<file path="src/rtl/jk_sync_counter_if.sv">
`default_nettype none
// ============================================================================
//  Module      : jk_sync_counter_if
//  Description : Control and status bundle for jk_sync_counter.
//                - The master side drives enable, direction, load and load data.
//                - The slave side (the counter) returns the count, its
//                  complement, the terminal-count flag and the wrap pulse.
//  Revision    : 1.0  initial release
// ============================================================================
interface jk_sync_counter_if #(
  parameter int WIDTH = 4
);
  logic             enable;
  logic             up;
  logic             load;
  logic [WIDTH-1:0] din;
  logic [WIDTH-1:0] q;
  logic [WIDTH-1:0] qbar;
  logic             tc;
  logic             wrap;

  // Controller side: issues commands and observes the count.
  modport master (
    output enable,
    output up,
    output load,
    output din,
    input  q,
    input  qbar,
    input  tc,
    input  wrap
  );

  // Counter side: consumes commands and presents the count.
  modport slave (
    input  enable,
    input  up,
    input  load,
    input  din,
    output q,
    output qbar,
    output tc,
    output wrap
  );
endinterface : jk_sync_counter_if
`default_nettype wire

</file>
<file path="src/rtl/jk_sync_counter.sv">
`default_nettype none
// ============================================================================
//  Module      : jk_sync_counter
//  Description : Synchronous modulo-MODULUS up/down counter.
//                - One JK flip-flop stage per count bit.
//                - Counting drives each stage as a toggle cell (J=K=T).
//                - Loading drives each stage as a D cell (J=D, K=~D).
//                - Outputs are the count, its complement, a combinational
//                  terminal-count flag for cascading and a registered
//                  one-cycle wrap pulse.
//                - Optional build macro JK_CNT_SAT_EN selects saturating mode:
//                  the count sticks at the ends and wrap is tied low.
//                - MODULUS must satisfy 2 <= MODULUS <= 2**WIDTH.
//  Revision    : 1.0  initial release
// ============================================================================
module jk_sync_counter #(
  parameter int WIDTH   = 4,
  parameter int MODULUS = 10
) (
  input  wire                clk,
  input  wire                clr,    // asynchronous, active-low
  jk_sync_counter_if.slave   bus
);

  // Highest legal count value and modulus, sized for comparisons.
  localparam logic [WIDTH-1:0] MAX_VAL = WIDTH'(MODULUS - 1);
  localparam logic [WIDTH:0]   MOD_EXT = (WIDTH + 1)'(MODULUS);

  // Register outputs of the JK stages, gathered into one count vector.
  logic [WIDTH-1:0] cnt_q;

  // Next count for the counting path (not used while loading).
  logic [WIDTH-1:0] cnt_d;
  logic             wrap_evt;

  // Load value after clamping out-of-range data to the top count.
  logic             din_over;
  logic [WIDTH-1:0] load_val;

  // Per-stage JK drive.
  logic [WIDTH-1:0] jk_j;
  logic [WIDTH-1:0] jk_k;

  // End-of-range detection.
  logic at_max;
  logic at_zero;

  assign at_max  = (cnt_q == MAX_VAL);
  assign at_zero = (cnt_q == '0);

  assign din_over = ({1'b0, bus.din} >= MOD_EXT);
  assign load_val = din_over ? MAX_VAL : bus.din;

  // Counting next state: modulo MODULUS, or saturating when built that way.
  always_comb begin
    cnt_d    = cnt_q;
    wrap_evt = 1'b0;
    if (bus.up) begin
      if (at_max) begin
`ifdef JK_CNT_SAT_EN
        cnt_d    = cnt_q;
`else
        cnt_d    = '0;
        wrap_evt = 1'b1;
`endif
      end else begin
        cnt_d = cnt_q + WIDTH'(1);
      end
    end else begin
      if (at_zero) begin
`ifdef JK_CNT_SAT_EN
        cnt_d    = cnt_q;
`else
        cnt_d    = MAX_VAL;
        wrap_evt = 1'b1;
`endif
      end else begin
        cnt_d = cnt_q - WIDTH'(1);
      end
    end
  end

  // JK drive: load uses D-style set/reset codes, counting uses pure toggles
  // on exactly the bits that change, and hold leaves every stage at J=K=0.
  always_comb begin
    jk_j = '0;
    jk_k = '0;
    if (bus.load) begin
      jk_j = load_val;
      jk_k = ~load_val;
    end else if (bus.enable) begin
      jk_j = cnt_d ^ cnt_q;
      jk_k = cnt_d ^ cnt_q;
    end
  end

  // One JK flip-flop per count bit.
  genvar gi;
  generate
    for (gi = 0; gi < WIDTH; gi++) begin : g_stage
      logic bit_q;

      // JK cell: 01 resets, 10 sets, 11 toggles, 00 holds.
      always_ff @(posedge clk or negedge clr) begin
        if (!clr) begin
          bit_q <= 1'b0;
        end else begin
          case ({jk_j[gi], jk_k[gi]})
            2'b01:   bit_q <= 1'b0;
            2'b10:   bit_q <= 1'b1;
            2'b11:   bit_q <= ~bit_q;
            default: bit_q <= bit_q;
          endcase
        end
      end

      assign cnt_q[gi] = bit_q;
    end
  endgenerate

`ifdef JK_CNT_SAT_EN
  // Saturating mode never wraps.
  logic unused_wrap_evt;
  assign unused_wrap_evt = wrap_evt;
  assign bus.wrap        = 1'b0;
`else
  logic wrap_q;

  // Wrap pulse: high for the one cycle after a counting edge that wrapped.
  always_ff @(posedge clk or negedge clr) begin
    if (!clr) begin
      wrap_q <= 1'b0;
    end else begin
      wrap_q <= ~bus.load & bus.enable & wrap_evt;
    end
  end

  assign bus.wrap = wrap_q;
`endif

  assign bus.q    = cnt_q;
  assign bus.qbar = ~cnt_q;

  // Terminal count is live in the current cycle so it can enable the next
  // cascaded counter for the same edge.
  assign bus.tc   = bus.enable & ((bus.up & at_max) | (~bus.up & at_zero));

endmodule : jk_sync_counter
`default_nettype wire

</file>
<file path="src/flat_wrapper.sv">
// flat-port wrapper written by rule: the top's interface ports become plain ports
module jk_sync_counter_flat 
#(
  parameter int WIDTH   = 4,
  parameter int MODULUS = 10
)
  (clk, clr, bus_enable, bus_up, bus_load, bus_din, bus_q, bus_qbar, bus_tc, bus_wrap);
  jk_sync_counter_if #(.WIDTH(WIDTH)) bus_i ();
  input  wire clk;
  input  wire clr;
  input wire logic [$bits(bus_i.enable)-1:0] bus_enable;
  input wire logic [$bits(bus_i.up)-1:0] bus_up;
  input wire logic [$bits(bus_i.load)-1:0] bus_load;
  input wire logic [$bits(bus_i.din)-1:0] bus_din;
  output wire logic [$bits(bus_i.q)-1:0] bus_q;
  output wire logic [$bits(bus_i.qbar)-1:0] bus_qbar;
  output wire logic [$bits(bus_i.tc)-1:0] bus_tc;
  output wire logic [$bits(bus_i.wrap)-1:0] bus_wrap;
  assign bus_i.enable = bus_enable;
  assign bus_i.up = bus_up;
  assign bus_i.load = bus_load;
  assign bus_i.din = bus_din;
  assign bus_q = bus_i.q;
  assign bus_qbar = bus_i.qbar;
  assign bus_tc = bus_i.tc;
  assign bus_wrap = bus_i.wrap;
  jk_sync_counter #(.WIDTH(WIDTH), .MODULUS(MODULUS)) u_core (.clk(clk), .clr(clr), .bus(bus_i));
endmodule
</file>
<file path="config.mk">
export PLATFORM = sky130hd
export DESIGN_NAME = jk_sync_counter_flat
export DESIGN_NICKNAME = d
export VERILOG_FILES = /design/src/rtl/jk_sync_counter_if.sv /design/src/rtl/jk_sync_counter.sv /design/src/flat_wrapper.sv
export SDC_FILE = /design/constraint.sdc
export NUM_CORES = 1
export LEC_CHECK = 0
export ABC_AREA = 1
export CORE_MARGIN = 1
export CORE_UTILIZATION = 30
export DETAILED_ROUTE_END_ITERATION = 16
export PLACE_DENSITY = 0.57
export SLEW_MARGIN = 20
export SYNTH_ARGS = -nofsm -noshare
export SYNTH_HDL_FRONTEND = slang
export SYNTH_SLANG_ARGS = --single-unit
</file>
<file path="constraint.sdc">
create_clock -name clk -period 3 [get_ports clk]
set_input_delay 0.3 -clock clk [delete_from_list [all_inputs] [get_ports clk]]
set_output_delay 0.3 -clock clk [all_outputs]
set_load 0.03 [all_outputs]
</file>
Word level (Yosys, flattened, before mapping)
Index checks and enable logic that the tools add are counted.

Output and inout bits: 10. Register bits: 5.

Equal/unequal tests: 13. Bitwise logic cells: 15. Add/sub/neg operators: 2. Order comparisons: 1. Mux-type cells: 14. Reduce and logical (&&, ||, !) cells: 5.

Operator list (count): $mux 4 (7); $eq 2x2->1 const B (8); $pmux 1 s3 (4); $reduce_bool 3->1 (4); $eq 2x1->1 const B (4); $not 4->4 (2); $not 1->1 (6); $and 1x1->1 (5); $add 4x1->4 const B (1); $eq 4x4->1 const B (1); $ge 4x4->1 const B (1); $logic_not 4->1 (1); $sub 4x1->4 const B (1); $xor 4x4->4 (1); $mux 1 (3); $or 1x1->1 (1).

Longest topological paths before layout
Gate-level depths: netlist of run 1.

Depth in word-level cells: 8. Depth in mapped cells: 9.

Worst setup path before layout of run 1
No wires, ideal clock.

Path kind: register to output. From: register u_core.g_stage[0].bit_q. To: output port bus_tc. Data arrival time: 1647 ps. Path buffers: 0. Setup slack: 1053 ps. Cell stages (with the launch flop): 7. Path through: dfrtp_1 > inv_1 > ha_1 > nand3_2 > inv_1 > o21ai_0 > nor2_1.

Longest elaborated chain between the ends: 4. Elaborated cells on any way between the ends: 6.

RTL lines: start, declared (RTL line jk_sync_counter.sv:101) `logic bit_q;`; start signal, assigned (RTL line jk_sync_counter.sv:111) `2'b11: bit_q <= ~bit_q;`; start signal, assigned (RTL line jk_sync_counter.sv:112) `default: bit_q <= bit_q;`; $eq 4x4->1 or $logic_not 4->1 (tied branches) (RTL line jk_sync_counter.sv:48, jk_sync_counter.sv:49); $and 1x1->1 (RTL line jk_sync_counter.sv:146) `assign bus.tc = bus.enable & ((bus.up & at_max) | (~bus.up & at_zero));`; $or 1x1->1 * (RTL line jk_sync_counter.sv:146); $and 1x1->1 * (RTL line jk_sync_counter.sv:146); end, declared (RTL line flat_wrapper.sv:17) `output wire logic [$bits(bus_i.tc)-1:0] bus_tc;`.

Mark *: on every way between the ends. The rest lies on a longest branch, timed or not.

Worst setup path in the final report of run 1
Ends and elaborated chain as after synthesis.

==> flow_metrics.env, run 1 <==
export IMPL_postCtsHoldBufs=0
export IMPL_critical_path_class="reg2out"
export IMPL_area_growth_pct=39.0
export IMPL_final_setup_vio_count=0
export IMPL_netlist_top_cell_by_area="dfrtp_1"
export IMPL_maxSlewHeadroom_pct=77.7
export IMPL_grt_total_usage_pct=14.4
export IMPL_post_synthesis_sequential_area_ratio_pct=25.8
export IMPL_cts_setup_buffers=0
export IMPL_dpl_cell_count=103
export IMPL_route_detailed_wl_per_inst_um=10.8
export IMPL_layout_cells_most_common="nand2_1"
export IMPL_final_nets=104
export IMPL_cp_required_ns=2.70
export IMPL_startpoint_class="flop"
export IMPL_worstMarginPinSlew_ns=0.334
export IMPL_maxCapViolations=0
export IMPL_clock_sink_count=5
export IMPL_syn_num_nets=86
export IMPL_multi_input_area_um2=288
export IMPL_async_flop_share_pct=100
export IMPL_clock_skew_final_ns=0.00529
export IMPL_drt_total_wl_mm=1.15
export IMPL_worst_skew_pair_late_latency_ns=0.25
export IMPL_clockPowerShare_pct=26.8
export IMPL_post_place_ws_ns=0.799
export IMPL_ctsResizeCount=0
export IMPL_syn_inst=74
export IMPL_first_global_vias=471
export IMPL_peak_supply_drop_mv=0.212
export IMPL_drt_iter0_markers=12
export IMPL_instances_no_fill=107
export IMPL_io_count=19
export IMPL_diodes=0
export IMPL_dieWidth_um=42.2
export IMPL_synthFlopType="dfrtp_1"
export IMPL_grt_overflow=0
export IMPL_cts_reportedPaths_clkPinSlew_ns=0.05
export IMPL_fmax_ghz=0.401
export IMPL_starting_density_pct=32.1
export IMPL_final_cell_mix="nand2_1 (22), clkdlybuf4s50_1 (18), nand3_1 (11)"
export IMPL_cell_area_after_technology_mapping_um2=484
export IMPL_clk_root_buffer_cell="clkbuf_4"
export IMPL_grt_antenna_before_repair=0
export IMPL_rd_place_congestion=0.805
export IMPL_synth_enable_flop_cells=0
export IMPL_fillCellCount=155
export IMPL_worstPathMaxFanout=7
export IMPL_viasPerCell=4.90
export IMPL_final_layout_worst_hold_slack_ns=0.266
export IMPL_timing_critical_path_to_type="output port"
export IMPL_postSynthAreaPerCell_um2=6.54
export IMPL_drt_pass1_iterations=4
export IMPL_synth_seq_cells=5
export IMPL_tritoncts="yes"
export IMPL_drc_errors=0
export IMPL_ys_types=15
export IMPL_synth_warning_count=0
export IMPL_grt_max_degree=11
export IMPL_p_per_area_nw_per_um2=444
export IMPL_timing_final_max_slew_violations=0
export IMPL_drive_gt1_share_pct=8.79
export IMPL_clock_path_buffers=2
export IMPL_total_leakage_power_uw=0.000329
export IMPL_yosys_top_cells_area="dfrtp_1 (26%), nand2_1 (17%), nand3_1 (11%)"
export IMPL_utilization_after_layout_pct=44.7
export IMPL_crit_share_post_route_pct=83.1
export IMPL_period_minus_slack_ns=2.49
export IMPL_cts_made_buffers=3
export IMPL_final_layout_setup_total_negative_slack_ns=0
export IMPL_chipHeight_um=42.2
export IMPL_synth_top_area_share_pct=25.8
export IMPL_critical_path_arrival_ns=2.19
export IMPL_layout_area_seq_um2=125
export IMPL_netSwitchingFraction_pct=40.0
export IMPL_fp_row_count=14
export IMPL_status="finished, final reports clean"
export IMPL_grt_pass1_wl_mm=1.99
export IMPL_grt_setup_unrepaired="false"
export IMPL_power_frac_seq_pct=28.7
export IMPL_share_comb_of_total_power_pct=44.4
export IMPL_finalHoldViolations=0
export IMPL_ctsHtreeMaxLevel=1
export IMPL_fin_ws_ns=0.507
export IMPL_power_net_switching_uw=120
export IMPL_core_area_um2=1510
export IMPL_design_die_area_um2=1780
export IMPL_ant_nets=0
export IMPL_placement_io_buffers=18
export IMPL_dp_final_hpwl_um=927
export IMPL_routed_via_count=524
export IMPL_hold_path_class="in2async"
export IMPL_internal_power_uw=180
==> cells in the mapped netlist (2+ instances only) <==
master	number
a21oi_1	4
buf_4	5
dfrtp_1	5
ha_1	3
inv_1	7
inv_2	2
nand2_1	22
nand3_1	11
nand3_2	3
nor2_1	4
o211ai_1	2
o21ai_0	3
==> logic make-up (layout without fill, tap and decap cells) <==
family | count (synthesis) | in the layout | synth area share (%)
flip-flops | 5 | 5 | 25.8
AO/OA/AOI/OAI | 11 | 11 | 12.9
buffers and inverters | 14 | 31 | 14.7
adder cells (fa/ha/maj) | 3 | 3 | 7.75
AND/OR/NAND/NOR | 41 | 41 | 38.8
==> power groups by stage <==
| stage | Sequential [uW] | Clock, uW | Combinational (uW) |
|---|---|---|---|
| global placement | 86.9 | 0 | 134 |
| finish | 85.9 | 80.3 | 133 |
| floorplan | 85.3 | 0 | 90.1 |
| detailed placement | 86.9 | 0 | 133 |
| CTS | 85.9 | 81.6 | 133 |
| global route | 87.4 | 87.4 | 145 |
==> sequential cells by signal (all words and copies together), names as in the netlist <==
signal                flops
u_core.bus.wrap           1
u_core.g_stage.bit_q      4
==> metal layers <==
layer | global-route usage [%] | part of all wire (%) | up-vias
li1 | - | - | 273
met1 | 19.8 | 46 | 222
met2 | 21.8 | 47 | 27
met3 | 4.31 | 7.0 | 2
met4 | 3.75 | 0.43 | 0
met5 | 0 | 0 | -
==> worst paths after layout <==
| kind | startpoint | end | slack, ns | depth (start not counted) |
|---|---|---|---|---|
| setup / recovery | u_core.g_stage[0].bit_q | bus_tc | 0.51 | 7 |
| hold / removal | clr | u_core.g_stage[3].bit_q | 0.27 | 1 |
| setup reg to reg | u_core.g_stage[0].bit_q | u_core.g_stage[0].bit_q | 1.54 | 6 |
| hold reg to reg | u_core.g_stage[0].bit_q | u_core.g_stage[0].bit_q | 0.73 | 2 |
| max in group asynchronous | clr | u_core.bus.wrap | 2.55 | 1 |
| min in group clk | bus_din[1] | u_core.g_stage[1].bit_q | 0.64 | 3 |
==> cell type report <==
class | count | area share, %
clock buffers | 4 | 3.90
inverters | 9 | 5.02
multi-input cells | 55 | 42.8
flip-flops and latches | 5 | 18.6
well taps | 16 | 2.97
repair buffers | 18 | 26.8
==> stage by stage <==
| stage | total power, uW | area, um^2 |
|---|---|---|
| 6_report | 299 | 673 |
| 4_1_cts | 301 | 673 |
| 3_3_place_gp | 221 | 647 |
| 2_1_floorplan | 175 | 484 |
| 3_5_place_dp | 220 | 647 |
| 5_1_grt | 320 | 673 |
==> worst max-delay path, cell delays in order, from the launching register on <==
cell	delay (ns)
dfrtp_1	0.46
inv_1	0.15
ha_1	0.27
nand3_2	0.13
inv_1	0.06
o21ai_0	0.08
nor2_1	0.11
clkdlybuf4s50_1	0.67
(Power assumes the default switching activity.)
==> run 2, diff against run 1 <==
- PLACE_DENSITY: 0.57 -> 0.59
- clock period: 3 -> 2 ns (I/O delays scaled with it)
==> run 2 against run 1 <==
  * Combinational power rose by 50%
  * Hold slack worse by 0.075 ns
  * Power grew 48%
  * Non-clock buffer count did not move
  * First-iteration DRC count rose by 50%
  * Critical endpoint unchanged
  * Largest cell class unchanged
  * Largest power group unchanged
==> flow_metrics.env, run 2 (same netlist as run 1, synthesis figures left out) <==
export IMPL_status="finished, final reports clean"
export IMPL_total_leakage_power_uw=0.000330
export IMPL_clock_path_buffers=2
export IMPL_clk_root_buffer_cell="clkbuf_4"
export IMPL_crit_share_post_route_pct=94.3
export IMPL_rd_place_congestion=0.882
export IMPL_final_setup_vio_count=0
export IMPL_critical_path_arrival_ns=1.69
export IMPL_fmax_ghz=0.530
export IMPL_worst_skew_pair_late_latency_ns=0.24
export IMPL_design_die_area_um2=1780
export IMPL_largest_register_ff_count=4
export IMPL_dieWidth_um=42.2
export IMPL_area_growth_pct=38.8
export IMPL_grt_setup_unrepaired="false"
export IMPL_r2r_setup_slack_ns=0.56
export IMPL_final_layout_setup_total_negative_slack_ns=0
export IMPL_cts_setup_buffers=0
export IMPL_utilization_after_layout_pct=44.6
export IMPL_viasPerCell=4.99
export IMPL_drt_iter0_markers=18
export IMPL_startpoint_class="flop"
export IMPL_grt_overflow=0
export IMPL_grt_pass1_wl_mm=1.81
export IMPL_routed_via_count=534
export IMPL_crit_path_start="u_core.g_stage[1].bit_q"
export IMPL_diodes=0
export IMPL_largest_register="u_core.g_stage.bit_q"
export IMPL_maxSlewHeadroom_pct=76.8
export IMPL_grt_max_degree=11
export IMPL_worstMarginPinSlew_ns=0.346
export IMPL_starting_density_pct=32.1
export IMPL_chipHeight_um=42.2
export IMPL_final_nets=104
export IMPL_core_area_um2=1510
export IMPL_tritoncts="yes"
export IMPL_drive_gt1_share_pct=11.0
export IMPL_clock_skew_final_ns=0.00459
export IMPL_instances_no_fill=107
export IMPL_drt_total_wl_mm=1.17
export IMPL_timing_final_max_slew_violations=0
export IMPL_ant_nets=0
export IMPL_ctsHtreeMaxLevel=1
export IMPL_total_power_uw=443
export IMPL_worstPathMaxFanout=5
export IMPL_fin_area_um2=672
export IMPL_route_detailed_wl_per_inst_um=10.9
export IMPL_timing_rr_end="u_core.g_stage[3].bit_q"
export IMPL_period_minus_slack_ns=1.89
export IMPL_dp_final_hpwl_um=913
export IMPL_p_per_area_nw_per_um2=660
export IMPL_drt_pass1_iterations=4
export IMPL_fp_row_count=14
export IMPL_clock_sink_count=5
export IMPL_dpl_cell_count=103
export IMPL_timing_rr_start="u_core.g_stage[0].bit_q"
export IMPL_hold_path_class="in2async"
export IMPL_grt_total_usage_pct=13.7
export IMPL_finalHoldViolations=0
export IMPL_cts_made_buffers=3
export IMPL_cp_required_ns=1.80
export IMPL_final_cell_mix="nand2_1 (22), clkdlybuf4s50_1 (17), nand3_1 (11)"
export IMPL_maxCapViolations=0
export IMPL_peak_supply_drop_mv=0.397
export IMPL_grt_antenna_before_repair=0
export IMPL_cts_reportedPaths_clkPinSlew_ns=0.04
export IMPL_timing_critical_path_to_type="output port"
export IMPL_postCtsHoldBufs=0
export IMPL_drc_errors=0
export IMPL_postPlaceCellArea_um2=644
export IMPL_placement_io_buffers=18
export IMPL_layout_cells_most_common="nand2_1"
export IMPL_critical_path_class="reg2out"
export IMPL_r2r_worst_path_cells=8
export IMPL_first_global_vias=444
export IMPL_io_count=19
==> run 2: changes by cell type in the layout (fill, tap and decap cells not counted), sizes merged <==
cell	previous run	this run
buf	0	1
clkdlybuf4s50	18	17
==> run 2: critical path, stage by stage, from the launching register on <==
cell     delay, ns
dfrtp_1       0.42
inv_1         0.13
ha_1          0.28
nand3_2       0.13
inv_1         0.05
o21ai_0       0.21
nor2_1        0.07
buf_4         0.17
==> run 2: final cells by class <==
| type | count | area (um^2) |
|---|---|---|
| Tap cell | 16 | 20.0 |
| Multi-Input combinational cell | 55 | 288 |
| Fill cell | 157 | 835 |
| Inverter | 9 | 33.8 |
| Timing Repair Buffer | 18 | 178 |
| Sequential cell | 5 | 126 |
| Clock buffer | 4 | 26.3 |
==> run 2: timing repair <==
action                     4_1_cts  5_1_grt
hold endpoints to repair         0        0
resized for setup                0        1
setup endpoints to repair        0        1
==> run 2: how the worst max path moves through the flow <==
stage | end | slack (ns) | cells after the start
final | bus_tc | 0.11 | 7
after global routing | bus_tc | 0.01 | 7
after CTS | bus_tc | 0.08 | 7
after detailed placement | bus_tc | 0.35 | 7
after global placement | bus_tc | 0.38 | 7
after floorplan | bus_tc | 0.15 | 6
==> run 2: where the power goes <==
group	switching, uW	internal [uW]	leakage (uW)
clock	39.0	75.3	0.0000150
sequential	17.7	112	0.0000604
combinational	117	81.8	0.000255
total	174	269	0.000330
==> run 2: layer usage <==
layer	share of wire, %	vias to the layer above	wire length (um)	GRT usage, %
li1	-	273	-	-
met2	47	20	544	20.0
met3	6.3	2	74	1.72
met1	46	239	540	17.8
met4	0.77	0	9	11.3
met5	0	-	0	0
==> run 2: per-stage QoR <==
step / hold WS [ns] / worst slack [ns]
after floorplan: -0.0956 / 0.153
after global placement: 0.455 / 0.376
after detailed placement: 0.458 / 0.355
after CTS: 0.193 / 0.0763
after global routing: 0.207 / 0.0142
final: 0.191 / 0.115
